--- src/rtl/sobel_param_pkg.sv ---
`default_nettype none
// ============================================================================
// Module      : sobel_param_pkg
// Description : Shared types and constants for the key-locked Sobel engine.
// Revision    : 1.0
// ============================================================================
package sobel_param_pkg;

    typedef enum logic [2:0] {
        S_IDLE  = 3'd0,
        S_SCAN  = 3'd1,
        S_FETCH = 3'd2,
        S_DRAIN = 3'd3,
        S_WRITE = 3'd4,
        S_DONE  = 3'd5
    } state_t;

    typedef logic signed [2:0] coef_t;

    // Taps are numbered row-major over the 3x3 window; GY is the transpose of GX.
    localparam coef_t c_gx_coef [0:8] = '{-3'sd1, 3'sd0, 3'sd1,
                                          -3'sd2, 3'sd0, 3'sd2,
                                          -3'sd1, 3'sd0, 3'sd1};
    localparam coef_t c_gy_coef [0:8] = '{-3'sd1, -3'sd2, -3'sd1,
                                           3'sd0,  3'sd0,  3'sd0,
                                           3'sd1,  3'sd2,  3'sd1};

    localparam logic       c_mode_sum    = 1'b0;
    localparam logic       c_mode_legacy = 1'b1;
    localparam logic [7:0] c_decoy_xor   = 8'hA5;

endpackage
`default_nettype wire

--- src/rtl/sobel_mag.sv ---
`default_nettype none
// ============================================================================
// Module      : sobel_mag
// Description : Output pixel from gradient pair, mode and border flag.
// Revision    : 1.0
// ============================================================================
module sobel_mag
    import sobel_param_pkg::*;
#(
    parameter int PIX_W = 8
) (
    input  logic signed [PIX_W+3:0] gx_i,
    input  logic signed [PIX_W+3:0] gy_i,
    input  logic                    mode_i,
    input  logic                    border_i,
    output logic        [PIX_W-1:0] mag_o
);
    localparam int ACC_W = PIX_W + 4;
    localparam logic [PIX_W-1:0] c_max = '1;

    logic [ACC_W-1:0] w_abs_x;
    logic [ACC_W-1:0] w_abs_y;
    logic [ACC_W:0]   w_sum_abs;
    logic [PIX_W-1:0] w_clamp_x;
    logic [PIX_W-1:0] w_clamp_y;
    logic [PIX_W-1:0] w_sum_clamp;

    always_comb begin
        w_abs_x   = gx_i[ACC_W-1] ? $unsigned(-gx_i) : $unsigned(gx_i);
        w_abs_y   = gy_i[ACC_W-1] ? $unsigned(-gy_i) : $unsigned(gy_i);
        w_sum_abs = {1'b0, w_abs_x} + {1'b0, w_abs_y};

        // Clamp to [0, max]: negatives drop to 0, anything with high bits set saturates.
        if (gx_i[ACC_W-1])              w_clamp_x = '0;
        else if (|gx_i[ACC_W-2:PIX_W])  w_clamp_x = c_max;
        else                            w_clamp_x = gx_i[PIX_W-1:0];
        if (gy_i[ACC_W-1])              w_clamp_y = '0;
        else if (|gy_i[ACC_W-2:PIX_W])  w_clamp_y = c_max;
        else                            w_clamp_y = gy_i[PIX_W-1:0];
        w_sum_clamp = w_clamp_x + w_clamp_y;

        if (border_i)
            mag_o = (mode_i == c_mode_legacy) ? c_max : '0;
        else if (mode_i == c_mode_legacy)
            mag_o = ~w_sum_clamp;
        else if (|w_sum_abs[ACC_W:PIX_W])
            mag_o = c_max;
        else
            mag_o = w_sum_abs[PIX_W-1:0];
    end

endmodule
`default_nettype wire

--- src/rtl/sobel_param_obf.sv ---
`default_nettype none
// ============================================================================
// Module      : sobel_param_obf
// Description : Key-locked raster Sobel filter, ROM in / RAM out, ap_ctrl_hs.
// Revision    : 1.0
// ============================================================================
module sobel_param_obf
    import sobel_param_pkg::*;
#(
    parameter int                IMG_W       = 512,
    parameter int                IMG_H       = 512,
    parameter int                PIX_W       = 8,
    parameter int                ADDR_W      = 18,
    parameter int                KEY_W       = 4,
    parameter logic [KEY_W-1:0]  CORRECT_KEY = 4'b1011
) (
    input  logic              ap_clk,
    input  logic              ap_rst,
    input  logic              ap_start,
    output logic              ap_done,
    output logic              ap_idle,
    output logic              ap_ready,
    input  logic              mode,
    input  logic [KEY_W-1:0]  working_key,
    output logic [ADDR_W-1:0] indata_address0,
    output logic              indata_ce0,
    input  logic [PIX_W-1:0]  indata_q0,
    output logic [ADDR_W-1:0] outdata_address0,
    output logic              outdata_ce0,
    output logic              outdata_we0,
    output logic [PIX_W-1:0]  outdata_d0
);
    localparam int ACC_W = PIX_W + 4;
    localparam int XW    = $clog2(IMG_W);
    localparam int YW    = $clog2(IMG_H);

    state_t                   state_q;
    logic [XW-1:0]            x_q;
    logic [YW-1:0]            y_q;
    logic [ADDR_W-1:0]        pix_addr_q;
    logic [3:0]               tap_q;
    logic                     mode_q;
    logic signed [ACC_W-1:0]  gx_q, gx_d;
    logic signed [ACC_W-1:0]  gy_q, gy_d;

    logic [KEY_W-1:0]         w_key_ok;
    logic                     w_border;
    logic                     w_last_pix;
    logic [3:0]               w_last_tap;
    logic [3:0]               w_acc_tap;
    logic signed [ACC_W-1:0]  w_pix;
    logic signed [ACC_W-1:0]  w_cx;
    logic signed [ACC_W-1:0]  w_cy;
    logic [PIX_W-1:0]         w_mag;

    function automatic logic [ADDR_W-1:0] tap_addr(input logic [ADDR_W-1:0] base,
                                                   input logic [3:0]        t);
        logic [ADDR_W-1:0] a;
        case (t)
            4'd0, 4'd1, 4'd2: a = base - ADDR_W'(IMG_W);
            4'd3, 4'd4, 4'd5: a = base;
            default:          a = base + ADDR_W'(IMG_W);
        endcase
        case (t)
            4'd0, 4'd3, 4'd6: a = a - ADDR_W'(1);
            4'd2, 4'd5, 4'd8: a = a + ADDR_W'(1);
            default:          a = a;
        endcase
        return a;
    endfunction

    assign ap_idle = (state_q == S_IDLE) && !ap_start;

    // Each key bit enables the genuine transition it guards.
    assign w_key_ok   = ~(working_key ^ CORRECT_KEY);
    assign w_border   = (x_q == '0) || (y_q == '0) ||
                        (x_q == XW'(IMG_W - 1)) || (y_q == YW'(IMG_H - 1));
    assign w_last_pix = (x_q == XW'(IMG_W - 1)) && (y_q == YW'(IMG_H - 1));
    assign w_last_tap = w_key_ok[3] ? 4'd8 : 4'd7;

    // ROM data on indata_q0 belongs to the tap issued one cycle earlier.
    always_comb begin
        w_acc_tap = (state_q == S_FETCH) ? tap_q - 4'd1 : tap_q;
        w_pix     = $signed({4'b0000, indata_q0});
        w_cx      = ACC_W'(c_gx_coef[w_acc_tap]);
        w_cy      = ACC_W'(c_gy_coef[w_acc_tap]);
        gx_d      = gx_q;
        gy_d      = gy_q;
        if (state_q == S_SCAN) begin
            gx_d = '0;
            gy_d = '0;
        end else if ((state_q == S_FETCH && tap_q != 4'd0) || state_q == S_DRAIN) begin
            gx_d = gx_q + w_pix * w_cx;
            gy_d = gy_q + w_pix * w_cy;
        end
    end

    sobel_mag #(.PIX_W(PIX_W)) u_mag (
        .gx_i     (gx_d),
        .gy_i     (gy_d),
        .mode_i   (mode_q),
        .border_i (state_q == S_SCAN),
        .mag_o    (w_mag)
    );

    always_ff @(posedge ap_clk or posedge ap_rst) begin
        if (ap_rst) begin
            state_q          <= S_IDLE;
            x_q              <= '0;
            y_q              <= '0;
            pix_addr_q       <= '0;
            tap_q            <= '0;
            mode_q           <= 1'b0;
            gx_q             <= '0;
            gy_q             <= '0;
            ap_done          <= 1'b0;
            ap_ready         <= 1'b0;
            indata_address0  <= '0;
            indata_ce0       <= 1'b0;
            outdata_address0 <= '0;
            outdata_ce0      <= 1'b0;
            outdata_we0      <= 1'b0;
            outdata_d0       <= '0;
        end else begin
            gx_q             <= gx_d;
            gy_q             <= gy_d;
            ap_done          <= 1'b0;
            ap_ready         <= 1'b0;
            indata_address0  <= '0;
            indata_ce0       <= 1'b0;
            outdata_address0 <= '0;
            outdata_ce0      <= 1'b0;
            outdata_we0      <= 1'b0;
            outdata_d0       <= '0;
            case (state_q)
                S_IDLE: begin
                    if (ap_start) begin
                        mode_q     <= mode;
                        x_q        <= '0;
                        y_q        <= '0;
                        pix_addr_q <= '0;
                        state_q    <= S_SCAN;
                    end
                end
                S_SCAN: begin
                    if (w_border || !w_key_ok[0]) begin
                        outdata_ce0      <= 1'b1;
                        outdata_we0      <= 1'b1;
                        outdata_address0 <= pix_addr_q;
                        outdata_d0       <= w_mag;
                        state_q          <= S_WRITE;
                    end else begin
                        tap_q           <= 4'd0;
                        indata_ce0      <= 1'b1;
                        indata_address0 <= tap_addr(pix_addr_q, 4'd0);
                        state_q         <= S_FETCH;
                    end
                end
                S_FETCH: begin
                    if (tap_q == w_last_tap) begin
                        state_q <= S_DRAIN;
                    end else begin
                        tap_q           <= tap_q + 4'd1;
                        indata_ce0      <= 1'b1;
                        indata_address0 <= tap_addr(pix_addr_q, tap_q + 4'd1);
                    end
                end
                S_DRAIN: begin
                    outdata_ce0      <= 1'b1;
                    outdata_we0      <= 1'b1;
                    outdata_address0 <= pix_addr_q;
                    outdata_d0       <= w_key_ok[1] ? w_mag : (w_mag ^ PIX_W'(c_decoy_xor));
                    state_q          <= S_WRITE;
                end
                S_WRITE: begin
                    pix_addr_q <= pix_addr_q + ADDR_W'(1);
                    if (x_q == XW'(IMG_W - 1)) begin
                        x_q <= '0;
                        y_q <= y_q + YW'(1);
                    end else begin
                        x_q <= x_q + XW'(1);
                    end
                    if (!w_last_pix) begin
                        state_q <= S_SCAN;
                    end else if (w_key_ok[2]) begin
                        ap_done  <= 1'b1;
                        ap_ready <= 1'b1;
                        state_q  <= S_DONE;
                    end else begin
                        state_q <= S_IDLE;
                    end
                end
                S_DONE:  state_q <= S_IDLE;
                default: state_q <= S_IDLE;
            endcase
        end
    end

endmodule
`default_nettype wire

--- config.mk ---
export PLATFORM = sky130hd
export DESIGN_NAME = sobel_param_obf
export DESIGN_NICKNAME = d
export VERILOG_FILES = /design/src/rtl/sobel_param_pkg.sv /design/src/rtl/sobel_mag.sv /design/src/rtl/sobel_param_obf.sv
export SDC_FILE = /design/constraint.sdc
export NUM_CORES = 1
export LEC_CHECK = 0
export ABC_AREA = 1
export CAP_MARGIN = 10
export CORE_MARGIN = 4
export CORE_UTILIZATION = 62
export CTS_BUF_LIST = sky130_fd_sc_hd__clkbuf_8 sky130_fd_sc_hd__clkbuf_16
export CTS_CLUSTER_DIAMETER = 100
export CTS_CLUSTER_SIZE = 24
export DETAILED_ROUTE_END_ITERATION = 6
export PLACE_DENSITY = 0.83
export SLEW_MARGIN = 5
export SYNTH_ARGS = -nofsm -noshare
export SYNTH_HDL_FRONTEND = slang
export SYNTH_SLANG_ARGS = --single-unit
--- constraint.sdc ---
create_clock -name ap_clk -period 15 [get_ports ap_clk]
set_input_delay 3.75 -clock ap_clk [delete_from_list [all_inputs] [get_ports ap_clk]]
set_output_delay 3.75 -clock ap_clk [all_outputs]
set_load 0.01 [all_outputs]
=== After elaboration in Yosys (flattened, before gate mapping) ===
Memory sizes are Yosys's and may differ from the RTL's.
Index checks and enable logic that the tools add are counted.

* Memory bits (read-only): 96
* Memories kept: 2
* Input bits: 16
* Output and inout port bits: 50
* Bits in registers: 115

{| class="wikitable"
|+ Memories
! memory !! words !! width !! rd ports !! clocked after Yosys merged registers in !! wr ports !! RTL line !! source
|-
| (no name shown) || 16 || 3 || 1 || 0 || 0 || sobel_param_obf.sv:86 || <nowiki>w_cy = ACC_W'(c_gy_coef[w_acc_tap]);</nowiki>
|-
| (no name shown) || 16 || 3 || 1 || 0 || 0 || sobel_param_obf.sv:85 || <nowiki>w_cx = ACC_W'(c_gx_coef[w_acc_tap]);</nowiki>
|}

* Multiply operators: 2
* Mux-type cells: 58
* Add/subtract/negate cells: 16
* Bitwise operators: 5
* $lt $le $gt $ge: 1
* Eq/ne operators: 19
* Reduce and logical (&&, ||, !) cells: 29

{| class="wikitable"
|+ Operators by type and width
! kind !! number
|-
| $pmux W18 S2 || 5
|-
| $mux W18 || 8
|-
| $mux W8 || 10
|-
| $mux W12 || 6
|-
| $add A18 B1 Y18 const B || 2
|-
| $pmux W9 S2 || 2
|-
| $sub A18 B1 Y18 const B || 2
|-
| $mux W3 || 9
|-
| $mux W9 || 3
|-
| $add A12 B12 Y12 || 2
|-
| $mul A9 B3 Y12 || 2
|-
| $neg A12 Y12 || 2
|-
| $add A18 B10 Y18 const B || 1
|-
| $add A9 B1 Y9 const B || 2
|-
| $eq A9 B9 Y1 const B || 2
|-
| $logic_not A9 Y1 || 2
|-
| $reduce_or A3 Y1 || 6
|-
| $sub A18 B10 Y18 const B || 1
|-
| $mux W4 || 4
|-
| $pmux W8 S2 || 1
|-
| $pmux W3 S5 || 1
|-
| $add A12 B12 Y13 || 1
|-
| $eq A4 B3 Y1 const B || 3
|-
| $add A8 B8 Y8 || 1
|-
| other kinds (29) || 52
|}

=== Logic depth before layout (Yosys ltp) ===
* Depth after elaboration: 20
* Depth in mapped cells: 49
* Mapped depth without buffers: 48

=== Modules after synthesis ===
From an unflattened synthesis, not the netlist that was laid out.

* Cell total of the unflattened synthesis: 1531
* Area, all modules: 11053.1 µm²

{| class="wikitable"
|+ By module, submodules not included
! module !! sequential area each (µm²) !! cells an instance !! times used !! area each (µm²)
|-
| sobel_param_obf || 2877.8 || 1197 || 1 || 9242.6
|-
| sobel_mag || 0.0 || 334 || 1 || 1810.5
|}

=== Worst setup path after synthesis ===
OpenSTA, ideal clock, no wires.

* Path type: in2reg
* Start: in indata_q0[2]
* End: reg outdata_d0[0]
* Path buffers: 0
* Slack: 6.036 ns
* Stages on the path: 31
* Arrival time: 8.830 ns
* Cells stage by stage: o21ai_0 fa_1 fa_1 inv_1 fa_1 ha_1 inv_1 fa_1 inv_1 nor2_1 o21ai_0 nor3b_2 inv_1 nand3_1 nor2_1 nand2_1 nor2_1 a21oi_2 xor2_1 inv_1 ha_1 inv_1 o21bai_1 a221oi_1 o21ai_0 a31oi_1 nand3_1 o21ai_0 nand2_1 a21oi_1 o21ai_0

* Cells in the longest elaborated chain, start to end: 14
* Elaborated cells between the ends (all ways): 29
* Classes of those cells: 6 x add/sub; 2 x mul; 16 x mux; 2 x bitwise; 3 x reduce/logical

{| class="wikitable"
|+ Ends and longest elaborated chain
! item !! RTL line !! source
|-
| from (decl) || sobel_param_obf.sv:27 || <nowiki>input logic [PIX_W-1:0] indata_q0,</nowiki>
|-
| $mul A9 B3 Y12 (*) || sobel_param_obf.sv:93 || <nowiki>gx_d = gx_q + w_pix * w_cx;</nowiki>
|-
| $add A12 B12 Y12 (*) || sobel_param_obf.sv:93 ||
|-
| $mux W12 (*) || sobel_param_obf.sv:92 || <nowiki>end else if ((state_q == S_FETCH && tap_q != 4'd0) || state_q == S_DRAIN) begin</nowiki>
|-
| $mux W12 (*) || sobel_param_obf.sv:89 || <nowiki>if (state_q == S_SCAN) begin</nowiki>
|-
| named net gx_d[4] || sobel_param_obf.sv:43 || <nowiki>logic signed [ACC_W-1:0] gx_q, gx_d;</nowiki>
|-
| $neg A12 Y12 || sobel_mag.sv:29 || <nowiki>w_abs_x = gx_i[ACC_W-1] ? $unsigned(-gx_i) : $unsigned(gx_i);</nowiki>
|-
| $mux W12 (*) || sobel_mag.sv:29 ||
|-
| $add A12 B12 Y13 (*) || sobel_mag.sv:31 || <nowiki>w_sum_abs = {1'b0, w_abs_x} + {1'b0, w_abs_y};</nowiki>
|-
| $reduce_or A5 Y1 (*) || sobel_mag.sv:46 || <nowiki>else if (|w_sum_abs[ACC_W:PIX_W])</nowiki>
|-
| $mux W8 (*) || sobel_mag.sv:46 ||
|-
| $mux W8 (*) || sobel_mag.sv:44 || <nowiki>else if (mode_i == c_mode_legacy)</nowiki>
|-
| $mux W8 (*) || sobel_mag.sv:42 || <nowiki>if (border_i)</nowiki>
|-
| $not A4 Y4 (no line) || - ||
|-
| $mux W8 || sobel_param_obf.sv:172 || <nowiki>outdata_d0 <= w_key_ok[1] ? w_mag : (w_mag ^ PIX_W'(c_decoy_xor));</nowiki>
|-
| $pmux W8 S2 (*) || sobel_param_obf.sv:135 || <nowiki>case (state_q)</nowiki>
|-
| to (signal assigned) || sobel_param_obf.sv:150 || <nowiki>outdata_d0 <= w_mag;</nowiki>
|-
| to (signal assigned) || sobel_param_obf.sv:172 ||
|-
| to (decl) || sobel_param_obf.sv:31 || <nowiki>output logic [PIX_W-1:0] outdata_d0</nowiki>
|}

Mark *: on every way through the listed nets, which the timed path passes. The rest lies on a longest branch.
A chain may end at the register's enable or synchronous reset.

=== Worst setup path after layout ===
Same ends and word-level chain as after synthesis.

==> results.yml <==
logic_synthesis:
  synth_edf_count: 0
  ys_ff_latch: 115
  syn_nets: 1638
  async_flop_share: 1.00
  syn_area_um2: 10800
  post_synth.cell_area_avg_um2: 7.30
  yosysWarningCount: 0
  synth_cell_type_count: 56
  synthCells: 1483
  synthFlopType: "dfrtp_1"
  yosysSeqAreaShare: 0.266
global_route:
  grtUsageTotal: 0.294
  grt_pass1_vias: 9901
  grt_overflow: 0
  grt_start_max_net_pins: 77
  antenna_found_initial: 0
  grt_pass1_wl_mm: 47.6
clock_tree:
  cts-root-buf: "clkbuf_16"
  clock-sinks: 115
  post_cts.repair.setup_buffers: 0
  cts-hold-fix-buffers: 0
  cts_tree: "built"
  clk_pin_slew_ns: 0.06
  htree_levels: 4
  insertion_delay_ns: 0.43
  cts_resized: 0
  clk_path_buf_depth: 2
  numCtsBuffers: 17
timing:
  skew_ns: 0.0155
  finalSetupViolations: 0
  tns_ns: 0
  fin_crit_ns: 9.85
  tightestPinTransition_ns: 0.957
  clock.fmax_mhz: 101
  fin_crit_sh: 0.657
  rsz0062_at_grt: "no"
  max_slew_margin: 0.362
  slew_viol_final: 0
  hold_viol: 0
layout:
  diodes: 0
  drive_above_1_share: 0.0634
  nNetsFinal: 1704
  synthToLayoutAreaGrowth_pct: 13.0
worst_setup_path:
  crit_required_ns: 15.30
  crit_type: "in -> reg"
  cp_slowest_cell: "fa_1"
  crit_path_start_kind: "input pin"
  cpMostUsedCell: "inv_1"
  crit_path_end_kind: "register"
  slowest_delay_ns: 0.57
  regToRegStartpoint: "state_q[1]"
  setup.worst_path.start: "indata_q0[2]"
  cp_max_fo: 7
  worstPathArrival_ns: 10.15
flow_run:
  maxCapViolations: 0
route:
  dr_wl_met3_mm: 1.92
  firstDrtPassIters: 6
  route.met2.wl_mm: 12.5
  routed_wl_mm: 28.1
  drt_iter0_markers: 915
  wl_per_cell_um: 15.7
  met1Wirelength_mm: 12.9
  via_per_inst: 5.68
  vias: 10100
  ant_nets: 0
  top_layer_used: "met4"
  drc: 0
status:
  run_status: "finished, final reports clean"
floorplanning:
  io_pins: 66
  row_count: 48
  die_h_um: 140
  core_um2: 17200
  die-area_um2: 19600
  initial_utilization: 0.628
  dieWidth_um: 140
hold_path:
  hold_path_class: "reg -> reg"
  min_from: "pix_addr_q[14]"
placement:
  finalWeightedCongestion: 0.999
  port_buffers: 65
  post-dp-hpwl_mm: 21.7
worst max-delay path: cells and delay by family:
family | cells | cell delay [ns]
adders and majority gates | 6 | 2.55
buffers and inverters | 7 | 1.04
AOI/OAI and AO/OA | 10 | 1.58
xor gates and xnor gates | 1 | 0.16
and+or+nand+nor | 8 | 1.08
cell usage in the layout (no fill, tap or decap), types with 4 or more instances in the layout:
master / count
nand2_1: 276
inv_1: 250
nor2_1: 167
dfrtp_1: 115
o21ai_0: 106
ha_1: 104
a21oi_1: 88
nand3_1: 83
clkdlybuf4s50_1: 65
xor2_1: 46
fa_1: 35
nor3_1: 26
clkbuf_16: 17
nand4_1: 14
o221ai_1: 12
xnor2_1: 12
nor3_2: 11
a31oi_1: 11
nand2_2: 10
o22ai_1: 9
or2_2: 9
nor4_1: 7
inv_2: 6
o211ai_1: 6
inv_6: 6
o21a_1: 5
nor2_2: 4
nand3_2: 4
Yosys cell counts (12+ instances only):
library cell	n	area, µm²
xnor2_1	12	105
o221ai_1	12	105
nand2_1	276	1040
o21ai_0	106	531
inv_1	251	942
ha_1	104	1300
dfrtp_1	115	2880
nor2_1	167	627
nand4_1	14	87.6
xor2_1	46	403
nor3_1	26	130
a21oi_1	88	440
nand3_1	83	415
fa_1	35	701
layout make-up:
class,count,area (µm²)
clock buffers,19,453
repair buffers,68,673
flip-flops and latches,115,2880
multi-input cells,1087,6840
fillers,1374,4990
inverters,260,978
clock inverters,13,139
well taps,225,282
cell families after synthesis:
family	after synthesis	share of synthesized area
xor gates and xnor gates	58	0.0469
and+or+nand+nor	625	0.260
AOI/OAI and AO/OA	265	0.140
DFF	115	0.266
adders and majority gates	139	0.185
buffers and inverters	281	0.103
routing by layer:
layer	up-vias	track usage
li1	4971	-
met1	4738	0.427
met2	382	0.452
met3	55	0.0539
met4	0	0.0872
met5	-	0
worst paths after layout:
kind | to | slack (ns) | cells after the start
worst max register to register | outdata_d0[0] | 7.01 | 39
worst min register to register | pix_addr_q[14] | 0.52 | 1
worst min-delay path | pix_addr_q[14] | 0.52 | 1
worst max-delay path | outdata_d0[0] | 5.15 | 32
min in group asynchronous | outdata_d0[6] | 3.70 | 2
max in group asynchronous | tap_q[3] | 9.95 | 3
metrics by stage:
step / area (µm²) / util / std cells / hold slack (ns) / worst slack [ns]
after floorplan: 10800 / - / 1483 / 0.457 / 6.04
final: 12200 / 0.710 / 1787 / 0.523 / 5.15
after global routing: 12200 / 0.710 / 1787 / 0.535 / 4.63
after global placement: 11600 / 0.676 / 1755 / 0.484 / 4.86
after detailed placement: 11600 / 0.676 / 1755 / 0.501 / 4.79
after CTS: 12200 / 0.710 / 1787 / 0.527 / 5.18
sequential cells by signal (all words and copies together), names as in the netlist, 3 cells and up:
register          cells
indata_address0      18
outdata_address0     18
pix_addr_q           18
gx_q                 12
gy_q                 12
x_q                   9
y_q                   9
outdata_d0            8
tap_q                 4
state_q               3
Power is not shown: default switching activity piles up to over one toggle a cycle in this logic, so the estimate is an artifact.
